==> src/rtl/shift_feed_pkg.sv <==
// Shared accelerator definitions: feeder FSM states and default geometry constants.
package shift_feed_pkg;

    localparam int unsigned DEF_DATA_WIDTH = 8;
    localparam int unsigned DEF_IN_WIDTH   = 8;
    localparam int unsigned DEF_WIDTH      = 32;
    localparam int unsigned DEF_CNT_WIDTH  = 16;

    typedef enum logic [1:0] {
        ST_IDLE  = 2'd0,
        ST_PACK  = 2'd1,
        ST_DRAIN = 2'd2
    } feed_state_t;

endpackage

==> src/rtl/shift_feed_cnt.sv <==
// Common up-counter with synchronous clear; clear wins over increment.
module shift_feed_cnt
    import shift_feed_pkg::*;
#(
    parameter int unsigned CNT_WIDTH = DEF_CNT_WIDTH
) (
    input  logic                 clk,
    input  logic                 rst_n,
    input  logic                 clear,
    input  logic                 inc,
    output logic [CNT_WIDTH-1:0] count
);

    always_ff @(posedge clk or negedge rst_n) begin
        if (!rst_n) begin
            count <= '0;
        end else if (clear) begin
            count <= '0;
        end else if (inc) begin
            count <= count + CNT_WIDTH'(1);
        end
    end

endmodule

==> src/rtl/shift_feed.sv <==
// Packs RATIO narrow input beats into one wide output word per handshake,
// with a separate assembly register so the next word fills while one is held.
module shift_feed
    import shift_feed_pkg::*;
#(
    parameter int unsigned DATA_WIDTH = DEF_DATA_WIDTH,
    parameter int unsigned IN_WIDTH   = DEF_IN_WIDTH,
    parameter int unsigned WIDTH      = DEF_WIDTH,
    parameter int unsigned CNT_WIDTH  = DEF_CNT_WIDTH
) (
    input  logic                           clk,
    input  logic                           rst_n,
    input  logic                           Rst,
    input  logic                           CfgVld,
    output logic                           CfgRdy,
    input  logic [CNT_WIDTH-1:0]           CfgNumWord,
    input  logic [IN_WIDTH*DATA_WIDTH-1:0] din,
    input  logic                           din_vld,
    output logic                           din_rdy,
    output logic [WIDTH*DATA_WIDTH-1:0]    dout,
    output logic                           dout_vld,
    output logic                           dout_last,
    input  logic                           dout_rdy,
    output logic                           busy
);

    localparam int unsigned RATIO     = WIDTH / IN_WIDTH;
    localparam int unsigned BEAT_W    = (RATIO > 1) ? $clog2(RATIO) : 1;
    localparam int unsigned BEAT_BITS = IN_WIDTH * DATA_WIDTH;
    localparam int unsigned WORD_BITS = WIDTH * DATA_WIDTH;
    localparam logic [BEAT_W-1:0] BEAT_LAST = BEAT_W'(RATIO - 1);

    feed_state_t            state_q;
    feed_state_t            state_d;
    logic [BEAT_W-1:0]      beat_cnt;
    logic [CNT_WIDTH-1:0]   word_cnt;
    logic [CNT_WIDTH-1:0]   num_word;
    logic [WORD_BITS-1:0]   asm_reg;
    logic [WORD_BITS-1:0]   word_next;
    logic                   cfg_fire;
    logic                   beat_final;
    logic                   din_fire;
    logic                   word_load;
    logic                   dout_pop;
    logic                   last_word;

    assign CfgRdy     = (state_q == ST_IDLE);
    assign busy       = (state_q != ST_IDLE);
    assign cfg_fire   = CfgVld & CfgRdy & ~Rst;
    assign beat_final = (beat_cnt == BEAT_LAST);
    // Final beat may only enter when the output register is free or being popped.
    assign din_rdy    = (state_q == ST_PACK) & (~beat_final | ~dout_vld | dout_rdy);
    assign din_fire   = din_vld & din_rdy;
    assign word_load  = din_fire & beat_final & ~Rst;
    assign dout_pop   = dout_vld & dout_rdy;
    assign last_word  = (word_cnt == num_word - CNT_WIDTH'(1));

    always_ff @(posedge clk or negedge rst_n) begin
        if (!rst_n) begin
            state_q <= ST_IDLE;
        end else begin
            state_q <= state_d;
        end
    end

    always_comb begin
        state_d = state_q;
        if (Rst) begin
            state_d = ST_IDLE;
        end else begin
            case (state_q)
                ST_IDLE:  if (cfg_fire && CfgNumWord != '0) state_d = ST_PACK;
                ST_PACK:  if (word_load && last_word)       state_d = ST_DRAIN;
                ST_DRAIN: if (dout_pop)                     state_d = ST_IDLE;
                default:                                    state_d = ST_IDLE;
            endcase
        end
    end

    shift_feed_cnt #(
        .CNT_WIDTH (CNT_WIDTH)
    ) u_word_cnt (
        .clk   (clk),
        .rst_n (rst_n),
        .clear (Rst | cfg_fire),
        .inc   (word_load),
        .count (word_cnt)
    );

    always_ff @(posedge clk or negedge rst_n) begin
        if (!rst_n) begin
            beat_cnt <= '0;
            num_word <= '0;
        end else if (Rst) begin
            beat_cnt <= '0;
        end else if (cfg_fire) begin
            beat_cnt <= '0;
            num_word <= CfgNumWord;
        end else if (din_fire) begin
            beat_cnt <= beat_final ? '0 : beat_cnt + BEAT_W'(1);
        end
    end

    // The final beat bypasses the assembly register straight into the output word.
    always_ff @(posedge clk) begin
        if (din_fire && !beat_final) begin
            asm_reg[beat_cnt*BEAT_BITS +: BEAT_BITS] <= din;
        end
    end

    always_comb begin
        word_next = asm_reg;
        word_next[WORD_BITS-1 -: BEAT_BITS] = din;
    end

    always_ff @(posedge clk or negedge rst_n) begin
        if (!rst_n) begin
            dout      <= '0;
            dout_vld  <= 1'b0;
            dout_last <= 1'b0;
        end else if (Rst) begin
            dout_vld  <= 1'b0;
            dout_last <= 1'b0;
        end else if (word_load) begin
            dout      <= word_next;
            dout_vld  <= 1'b1;
            dout_last <= last_word;
        end else if (dout_pop) begin
            dout_vld  <= 1'b0;
            dout_last <= 1'b0;
        end
    end

endmodule

==> config.mk <==
export PLATFORM = sky130hd
export DESIGN_NAME = shift_feed
export DESIGN_NICKNAME = d
export VERILOG_FILES = /design/src/rtl/shift_feed_pkg.sv /design/src/rtl/shift_feed_cnt.sv /design/src/rtl/shift_feed.sv
export SDC_FILE = /design/constraint.sdc
export NUM_CORES = 1
export LEC_CHECK = 0
export BUFFER_PORTS_ARGS = -buffer_cell sky130_fd_sc_hd__buf_2
export CAP_MARGIN = 30
export CORE_MARGIN = 2
export CORE_UTILIZATION = 35
export CTS_CLUSTER_DIAMETER = 100
export DETAILED_ROUTE_END_ITERATION = 10
export PLACE_DENSITY = 0.61
export SYNTH_ARGS = -nofsm -noshare
export SYNTH_HDL_FRONTEND = slang
export SYNTH_SLANG_ARGS = --single-unit
export TNS_END_PERCENT = 1
==> constraint.sdc <==
create_clock -name clk -period 3.2 [get_ports clk]
set_input_delay 0.16 -clock clk [delete_from_list [all_inputs] [get_ports clk]]
set_output_delay 0.16 -clock clk [all_outputs]
set_load 0.03 [all_outputs]
==> flow_summary.json <==
{
  "io_pins": 347,
  "num_rows": 85,
  "fin_ws_ps": 390,
  "via_count": 11200,
  "ys.flop_type": "dfrtp_1",
  "swShare_pct": 22.2,
  "finalNonFillerCells": 2384,
  "max_cap_violations": 0,
  "wirelength_mm": 44.6,
  "cp_data_required_time_ps": 3680,
  "initial_core_util_pct": 35.2,
  "rsz0062_at_grt": "false",
  "worst_setup_path_start_kind": "register",
  "grtUsageTotal_pct": 16.1,
  "synthDistinctLibCells": 49,
  "worstMarginPinSlew_ps": 795,
  "stdcell_area_um2": 24200,
  "n_antenna_cell": 0,
  "overflow": 0,
  "power_density_nw_per_um2": 552,
  "drtAntennaViolNets": 0,
  "grt_pass1_vias": 11800,
  "avgSynthCellArea_um2": 15.9,
  "root_buffer": "clkbuf_16",
  "p_seq_share_pct": 50.0,
  "finalCritPeriodShare_pct": 87.8,
  "place.gp.congestion": 0.800,
  "antenna_found_initial": 0,
  "drtIter0Drc": 544,
  "io_buffers": 346,
  "largest_reg_flops": 256,
  "grt_pass1_wl_mm": 70.1,
  "place_hpwl_mm": 27.9,
  "power_leakage_nw": 11.5,
  "cts_tree": "built",
  "hold_viol_final": 0,
  "outcome": "complete, no violations",
  "worstSetupPathType": "register to register",
  "relSlewSlack_pct": 47.0,
  "crit_path_end_kind": "register",
  "dr.pass1.iters": 6,
  "pwr-share-comb_pct": 5.3,
  "area_delta_synth_final_pct": 28.2,
  "dieArea_um2": 55700,
  "synth_area_um2": 18800,
  "drive_above_1_share_pct": 43.7,
  "period_minus_slack_ps": 2810,
  "p_int_mw": 10.4,
  "crit_arrival_ps": 3290,
  "cts_buffers": 52,
  "power_switching_mw": 2.97,
  "tns_ps": 0,
  "die_w_um": 236,
  "fmax_ghz": 0.356,
  "post-place-ws_ps": 405,
  "drc": 0,
  "dpl.cell_count": 2201,
  "synthArstFlopShare_pct": 60.5,
  "fp.coreArea_um2": 53500,
  "fin_util_pct": 45.2,
  "syn_inst": 1188,
  "ys_warn_count": 0,
  "synth_top_area_share_pct": 39.0,
  "grt_max_degree": 113,
  "nNetsFinal": 1738,
  "clock_latency_ps": 590,
  "placed_area_um2": 21600,
  "clock_sinks": 486,
  "ir_drop_uv": 449,
  "cts-htree-levels": 2,
  "skew_ps": 20.3,
  "via_per_inst": 4.70,
  "ys_seq_area_share_pct": 69.6,
  "fillers": 4788,
  "p_clk_share_pct": 44.7,
  "worst-path-max-fanout": 9,
  "cts.reportedPaths.clkPinSlew_ps": 60,
  "synth_edf_count": 192,
  "cts_setup_buffers": 0,
  "ys_ff_latch": 486,
  "synthTopCellsByArea": "dfrtp_1 (39%), edfxtp_1 (31%), mux2_2 (16%)",
  "synth_common_cells": "dfrtp_1 (294), mux2_2 (269), and2_1 (197)",
  "die_height_um": 236,
  "hold_path.class": "input pin to asynchronous set/reset pin",
  "yosys.area.top_type": "dfrtp_1",
  "clk_path_buf_depth": 3,
  "drv_slew": 0,
  "setup_viol": 0,
  "synth.most_common_cell": "dfrtp_1",
  "wire_per_inst_um": 18.7,
  "syn_nets": 1281
}
-- cell type report --
| class | instances | area [µm²] | share of cell area (%) |
|---|---|---|---|
| multi-input cells | 640 | 5480 | 22.7 |
| inverters | 8 | 30.0 | 0.124 |
| flip-flops and latches | 486 | 13100 | 54.3 |
| repair buffers | 457 | 2950 | 12.2 |
| well taps | 696 | 871 | 3.60 |
| clock inverters | 24 | 240 | 0.994 |
| clock buffers | 73 | 1480 | 6.13 |
-- per-stage QoR --
stage	hold WS, ps	power (mW)
CTS	127	13.6
global route	167	13.9
global placement	176	7.42
floorplan	-136	7.10
finish	150	13.3
detailed placement	182	7.43
-- layer usage --
metal	track usage (%)	vias to the layer above	routed length, µm
met4	5.11	0	1280
met2	27.0	258	21800
li1	-	5114	-
met5	0	-	0
met1	20.3	5748	18900
met3	4.21	76	2610
-- power groups by stage --
stage	Combinational, mW	Sequential [mW]	Clock [mW]
3_5_place_dp	0.639	6.79	0
5_1_grt	0.787	6.68	6.43
6_report	0.704	6.67	5.97
3_3_place_gp	0.627	6.79	0
4_1_cts	0.722	6.67	6.16
2_1_floorplan	0.330	6.77	0
-- final timing paths --
path                         startpoint     endpoint  slack, ps  depth (start not counted)
min in group clk                 CfgVld  num_word[7]        170                          5
max in group asynchronous         rst_n    dout[124]       2160                          3
setup / recovery            num_word[0]   state_q[0]        390                          8
hold reg to reg            asm_reg[128]    dout[128]        460                          1
setup reg to reg            num_word[0]   state_q[0]        390                          8
hold / removal                    rst_n    dout[190]        150                          2
-- critical path: stages, from the launching register on --
cell      delay [ps]
dfrtp_1          430
inv_1            100
ha_1             190
nor3b_2          550
nand4b_1         250
mux2i_1          310
o32ai_4          120
or4_4            560
a22o_1           200
-- logic make-up after synthesis --
family,Yosys count,synth area share (%)
multiplexers,273,16.3
AO/OA/AOI/OAI,28,1.01
AND/OR/NAND/NOR,299,9.62
XOR/XNOR,33,1.53
adder cells (fa/ha/maj),7,0.465
flip-flops,486,69.6
buffers and inverters,62,1.47
-- layout by cell type (no fill, tap or decap), drive strengths merged, types with 2 or more instances in the layout --
master       count
mux2           269
edfxtp         192
and2           197
nor3b            7
mux2i            4
bufinv           3
ha               7
nor2            23
dlygate4sd3     86
o21ai            9
buf            371
clkinv          18
clkbuf          73
nand4            6
nand3           10
and3             5
nand3b           2
nor4             7
nand2b           6
a21oi            8
clkinvlp         2
xnor2           13
o32ai            2
nand2           18
xor2            20
dfrtp          294
nor3             2
or3              4
nand4b           3
o22ai            2
or4              3
inv              9
-- what timing repair did --
item,4_1_cts,5_1_grt
hold buffers,86,0
endpoints found under the hold margin,340,0
setup endpoints to repair,0,0
gates resized for setup,0,0
Note: power is estimated with default switching activity, not from simulation.
